$ cat src/rtl/unum_add_arbiter.sv
// Two-requester round-robin front end for one shared pipelined unum adder, with per-requester result FIFOs.
// Latency: result is visible on respN_sum LAT+1 cycles after the accept cycle when the FIFO is empty.
// Backpressure: credit-based, so a requester is refused while its FIFO entries plus in-flight ops reach DEPTH. Optional stats: UNUM_ADD_ARBITER_STATS_EN.
module unum_add_arbiter #(
    parameter int LAT   = 8,
    parameter int DEPTH = 8
) (
    input  logic        clk,
    input  logic        rst,
    input  logic        req0_valid,
    output logic        req0_ready,
    input  logic [31:0] req0_a,
    input  logic [31:0] req0_b,
    input  logic        req1_valid,
    output logic        req1_ready,
    input  logic [31:0] req1_a,
    input  logic [31:0] req1_b,
    output logic        resp0_valid,
    input  logic        resp0_ready,
    output logic [31:0] resp0_sum,
    output logic        resp1_valid,
    input  logic        resp1_ready,
    output logic [31:0] resp1_sum,
    output logic [31:0] add_unum1,
    output logic [31:0] add_unum2,
    input  logic [31:0] add_result,
    output logic        busy
`ifdef UNUM_ADD_ARBITER_STATS_EN
    ,
    output logic [15:0] stat0_issue,
    output logic [15:0] stat1_issue,
    output logic [15:0] stat_stall
`endif
);

    localparam int AW = $clog2(DEPTH);
    localparam int CW = AW + 1;

    logic [1:0]    vld;
    logic [1:0]    elig;
    logic [1:0]    cand;
    logic [1:0]    grant;
    logic          accept;
    logic          rr;          // 0: favour req0 on contention, 1: favour req1
    logic [CW-1:0] fcnt [2];
    logic [CW-1:0] infl [2];
    logic [CW:0]   used [2];
    logic [AW-1:0] wp   [2];
    logic [AW-1:0] rp   [2];
    logic [31:0]   mem  [2][DEPTH];
    logic [LAT:1]  tv;          // tag valid per pipeline stage
    logic [LAT:1]  tt;          // tag requester id per pipeline stage
    logic          retire;
    logic [1:0]    wr;
    logic [1:0]    rd;
    logic [1:0]    rvld;
    logic [1:0]    rrdy;

    assign vld  = {req1_valid, req0_valid};
    assign rrdy = {resp1_ready, resp0_ready};

    // Credit check and round-robin grant; reset forces no grant.
    always_comb begin
        for (int i = 0; i < 2; i++) begin
            used[i] = {1'b0, fcnt[i]} + {1'b0, infl[i]};
            elig[i] = used[i] < (CW + 1)'(DEPTH);
        end
        cand  = vld & elig & {2{~rst}};
        grant = cand;
        if (cand == 2'b11) begin
            grant = rr ? 2'b10 : 2'b01;
        end
    end

    assign accept     = |grant;
    assign req0_ready = grant[0];
    assign req1_ready = grant[1];

    // Steer the granted operands to the shared adder, zero when idle.
    always_comb begin
        add_unum1 = 32'd0;
        add_unum2 = 32'd0;
        if (grant[0]) begin
            add_unum1 = req0_a;
            add_unum2 = req0_b;
        end else if (grant[1]) begin
            add_unum1 = req1_a;
            add_unum2 = req1_b;
        end
    end

    // Tag pipeline mirrors the adder: stage LAT lines up with add_result.
    always_ff @(posedge clk or posedge rst) begin
        if (rst) begin
            tv <= '0;
            tt <= '0;
        end else begin
            tv[1] <= accept;
            tt[1] <= grant[1];
            for (int k = 2; k <= LAT; k++) begin
                tv[k] <= tv[k-1];
                tt[k] <= tt[k-1];
            end
        end
    end

    assign retire = tv[LAT];
    assign wr[0]  = retire & ~tt[LAT];
    assign wr[1]  = retire &  tt[LAT];

    always_comb begin
        for (int i = 0; i < 2; i++) begin
            rvld[i] = fcnt[i] != '0;
            rd[i]   = rvld[i] & rrdy[i];
        end
    end

    // Round-robin pointer: after any grant, favour the other requester.
    always_ff @(posedge clk or posedge rst) begin
        if (rst) begin
            rr <= 1'b0;
        end else if (accept) begin
            rr <= ~grant[1];
        end
    end

    // FIFO pointers, occupancy and in-flight credits; the credit rule means a write never meets a full FIFO.
    always_ff @(posedge clk or posedge rst) begin
        if (rst) begin
            for (int i = 0; i < 2; i++) begin
                wp[i]   <= '0;
                rp[i]   <= '0;
                fcnt[i] <= '0;
                infl[i] <= '0;
            end
        end else begin
            for (int i = 0; i < 2; i++) begin
                if (wr[i]) wp[i] <= wp[i] + 1'b1;
                if (rd[i]) rp[i] <= rp[i] + 1'b1;
                fcnt[i] <= fcnt[i] + CW'(wr[i]) - CW'(rd[i]);
                infl[i] <= infl[i] + CW'(grant[i]) - CW'(wr[i]);
            end
        end
    end

    // Result storage; contents need no reset since occupancy gates every read.
    always_ff @(posedge clk) begin
        for (int i = 0; i < 2; i++) begin
            if (wr[i]) mem[i][wp[i]] <= add_result;
        end
    end

    assign resp0_valid = rvld[0];
    assign resp1_valid = rvld[1];
    assign resp0_sum   = rvld[0] ? mem[0][rp[0]] : 32'd0;
    assign resp1_sum   = rvld[1] ? mem[1][rp[1]] : 32'd0;
    assign busy        = (infl[0] != '0) | (infl[1] != '0) | rvld[0] | rvld[1];

`ifdef UNUM_ADD_ARBITER_STATS_EN
    // Issue counters per requester and a cycle count of valid requests left unaccepted.
    always_ff @(posedge clk or posedge rst) begin
        if (rst) begin
            stat0_issue <= 16'd0;
            stat1_issue <= 16'd0;
            stat_stall  <= 16'd0;
        end else begin
            if (grant[0]) stat0_issue <= stat0_issue + 16'd1;
            if (grant[1]) stat1_issue <= stat1_issue + 16'd1;
            if (|(vld & ~grant)) stat_stall <= stat_stall + 16'd1;
        end
    end
`endif

endmodule

$ cat config.mk
export PLATFORM = sky130hd
export DESIGN_NAME = unum_add_arbiter
export DESIGN_NICKNAME = d
export VERILOG_FILES = /design/src/rtl/unum_add_arbiter.sv
export SDC_FILE = /design/constraint.sdc
export NUM_CORES = 1
export LEC_CHECK = 0
export CORE_MARGIN = 2
export CORE_UTILIZATION = 50
export CTS_CLUSTER_DIAMETER = 80
export DETAILED_ROUTE_END_ITERATION = 10
export PLACE_DENSITY = 0.77
export RECOVER_POWER = 50
export SYNTH_ARGS = -nofsm -noshare
export SYNTH_HDL_FRONTEND = slang
export SYNTH_SLANG_ARGS = --single-unit
$ cat constraint.sdc
create_clock -name clk -period 3.5 [get_ports clk]
set_input_delay 1.05 -clock clk [delete_from_list [all_inputs] [get_ports clk]]
set_output_delay 1.05 -clock clk [all_outputs]
set_load 0.02 [all_outputs]
==> metrics.txt <==
CTS root buf clkbuf_16; worst setup margin -0.2726 ns; FF+latch count, synth 557; status finished, violations left; Arr. time, crit path 2.72 ns; DP HPWL 37200 um; number of DRC markers in iteration 0 1272; DRC errors left 0; share of cells above drive strength 1 36.38%; core area 43930 um^2; R2R setup slack between 0.7 and 0.8 ns; synthesized cell area 22080 um^2; die area ~46000 um^2; syn nets between 1000 and 1500; first-pass GRT wire length 88150 um; minimum clock period ~3.8 ns; WL per Instance 30.99 um; required time of the critical path around 2.5 ns; area leader, netlist edfxtp_1; RSZ-0062 raised after global routing true; CTS tree done; cell depth of the worst hold path 0; DP Area ~26000 um^2; post-synth top area share between 60% and 70%; fmax 265.1 MHz; failing checks setup timing; Filler cells 2726; post-route cell area approximately 30000 um^2; R2R depth 12; DR pass1 iterations 5; I/O pin count 299; Pleak 10.58 nW; Syn Area/Cell between 20 and 25 um^2; startpoint types flop; Layout Nets 1691; DRT antenna net count 0; number of synthesized flops with an enable pin 512; CTS Buf Count 53; Via Count 12880; Warnings, synthesis 0; Unique masters post-synth 40; Max Clock Skew 0.01702 ns; PwrDens 846.2 nW/um^2; Layout area overhead 34.52%; Commonest cells post-synth edfxtp_1 (512), mux4_2 (128), a22o_1 (123), dfrtp_1 (45), inv_1 (32); Placer Congestion between 1 and 1.5; peak supply drop 0.5027 mV; # setup viols final 95; latest clock arrival within the worst-skew pair approximately 0.61 ns; Cells after Synth 1035; top post-synthesis cells by area edfxtp_1 (70%), mux4_2 (13%), dfrtp_1 (5.1%), a22o_1 (4.9%), ha_1 (1.7%); Max clock buf depth 3; routed vias/inst 6.034; Final Util between 60 and 70%; final wirelength 66140 um; GRT Total Usage 26.67%; Worst Max-Slew Pin Slew 1.282 ns; period utilisation layout 107.8%; Max Cap Viol 0; vias in the first global route 13330; min-delay worst type flop to flop; Cell Rows 77; Seq/Total Area, Yosys around three quarters; I/O Buffers roughly 300; starting density of the core around half; Worst-path clk slew 0.07 ns; die width about 210 um; setup TNS -17.79 ns; fin. max-slew vios 0; hold_ws 0.3440 ns; Clock Sink Count 557; GRT overflow 0; CP max FO 10; ys async rst share 8.079%; H-tree depth 2; pin count of the biggest net entering global routing 52; die height approximately 210 um; crit end category output port; Relative slew margins 14.46%; Crit Path Category flop to output port; Final Hold Viols 0; Total Power 25.14 mW; Top FF cell, synth edfxtp_1; initial antenna violation count 18; count leader, synth edfxtp_1
## registers in the layout, summed over array words and instances, names as in the netlist
register / cells
rr: 1
tt: 8
rp: 6
infl: 8
tv: 8
fcnt: 8
mem: 512
wp: 6
## placed cells by master, fill, tap and decap left out, types with 4 or more instances in the layout
| master | instances |
|---|---|
| a21o_1 | 4 |
| fa_1 | 4 |
| a21oi_1 | 4 |
| clkdlybuf4s50_1 | 131 |
| clkbuf_16 | 67 |
| mux2_2 | 4 |
| clkinv_1 | 10 |
| nand3_1 | 4 |
| edfxtp_1 | 512 |
| clkinv_2 | 8 |
| a22o_4 | 16 |
| diode_2 | 11 |
| buf_12 | 35 |
| nand2b_1 | 7 |
| dfrtp_1 | 42 |
| mux4_2 | 128 |
| buf_16 | 9 |
| clkbuf_1 | 8 |
| inv_1 | 31 |
| ha_1 | 26 |
| buf_2 | 17 |
| nor2_1 | 5 |
| clkinvlp_4 | 5 |
| nand2_1 | 12 |
| buf_4 | 81 |
| dlygate4sd3_1 | 33 |
| xor2_1 | 7 |
| buf_6 | 122 |
| nor2_4 | 12 |
| xnor2_1 | 8 |
| clkbuf_2 | 6 |
| and2_4 | 5 |
| a22o_1 | 110 |
## routing by layer
metal  global-route usage [%]  part of all wire (%)
met2                    47.21                    53
met1                    29.29                    32
met3                    6.255                   7.8
met5                        0                 0.060
met4                    16.00                   7.1
## metrics by stage
step | cells | worst slack [ns]
2_1_floorplan | 1035 | 0.009499
3_3_place_gp | 1944 | -0.9155
3_5_place_dp | 1944 | -0.9568
4_1_cts | 2082 | -0.3259
5_1_grt | 2134 | -0.3500
6_report | 2134 | -0.2726
## cells by family (layout without fill, tap and decap cells)
logic type	Yosys count	in the layout	synth area share, %
AO/OA/AOI/OAI	142	142	5.745
buffers and inverters	89	585	1.989
flip-flops	557	557	74.72
XOR/XNOR	15	15	0.5949
multiplexers	132	132	13.26
AND/OR/NAND/NOR	66	66	1.637
other	0	11	0
adder cells (fa/ha/maj)	34	34	2.062
## report_power, final
part           switching [mW]  internal, mW  leakage, nW  total [mW]
registers               0.315          7.81         5.17        8.13
logic                    5.55          5.80         4.58        11.3
clock network            2.50          3.16        0.829        5.66
total                    8.36          16.8         10.6        25.1
## path summary, 6_finish.rpt
path                              start      endpoint
min in group asynchronous           rst            rr
worst min register to register    tv[6]         tv[7]
max in group asynchronous           rst       fcnt[7]
worst max register to register  fcnt[3]       infl[6]
worst min-delay path              tv[6]         tv[7]
worst max-delay path            infl[5]  add_unum1[4]
## final cells by class
cell class              instances  area (um^2)  area share (%)
flip-flops and latches        557        16510           55.56
clock buffers                  63         1436           4.835
diodes                         11        27.53         0.09265
multi-input cells             389         5478           18.44
repair buffers                456         5106           17.19
well taps                     592        740.7           2.493
inverters                      34        132.6          0.4464
clock inverters                32        280.3          0.9434
## critical path: stages (launching register included)
cell,delay (ns)
dfrtp_1,0.42
ha_4,0.25
a31o_4,0.25
buf_4,0.13
and2_4,0.16
nor4_4,0.24
buf_4,0.21
clkbuf_16,0.18
a22o_1,0.16
buf_6,0.12
## timing repair
action,CTS,global route
setup endpoints to repair,129,117
cloned,9,13
pin swaps,62,41
hold buffers,0,0
buffers inserted,35,31
gates resized for setup,627,150
Note: power is estimated with default switching activity, not from simulation.
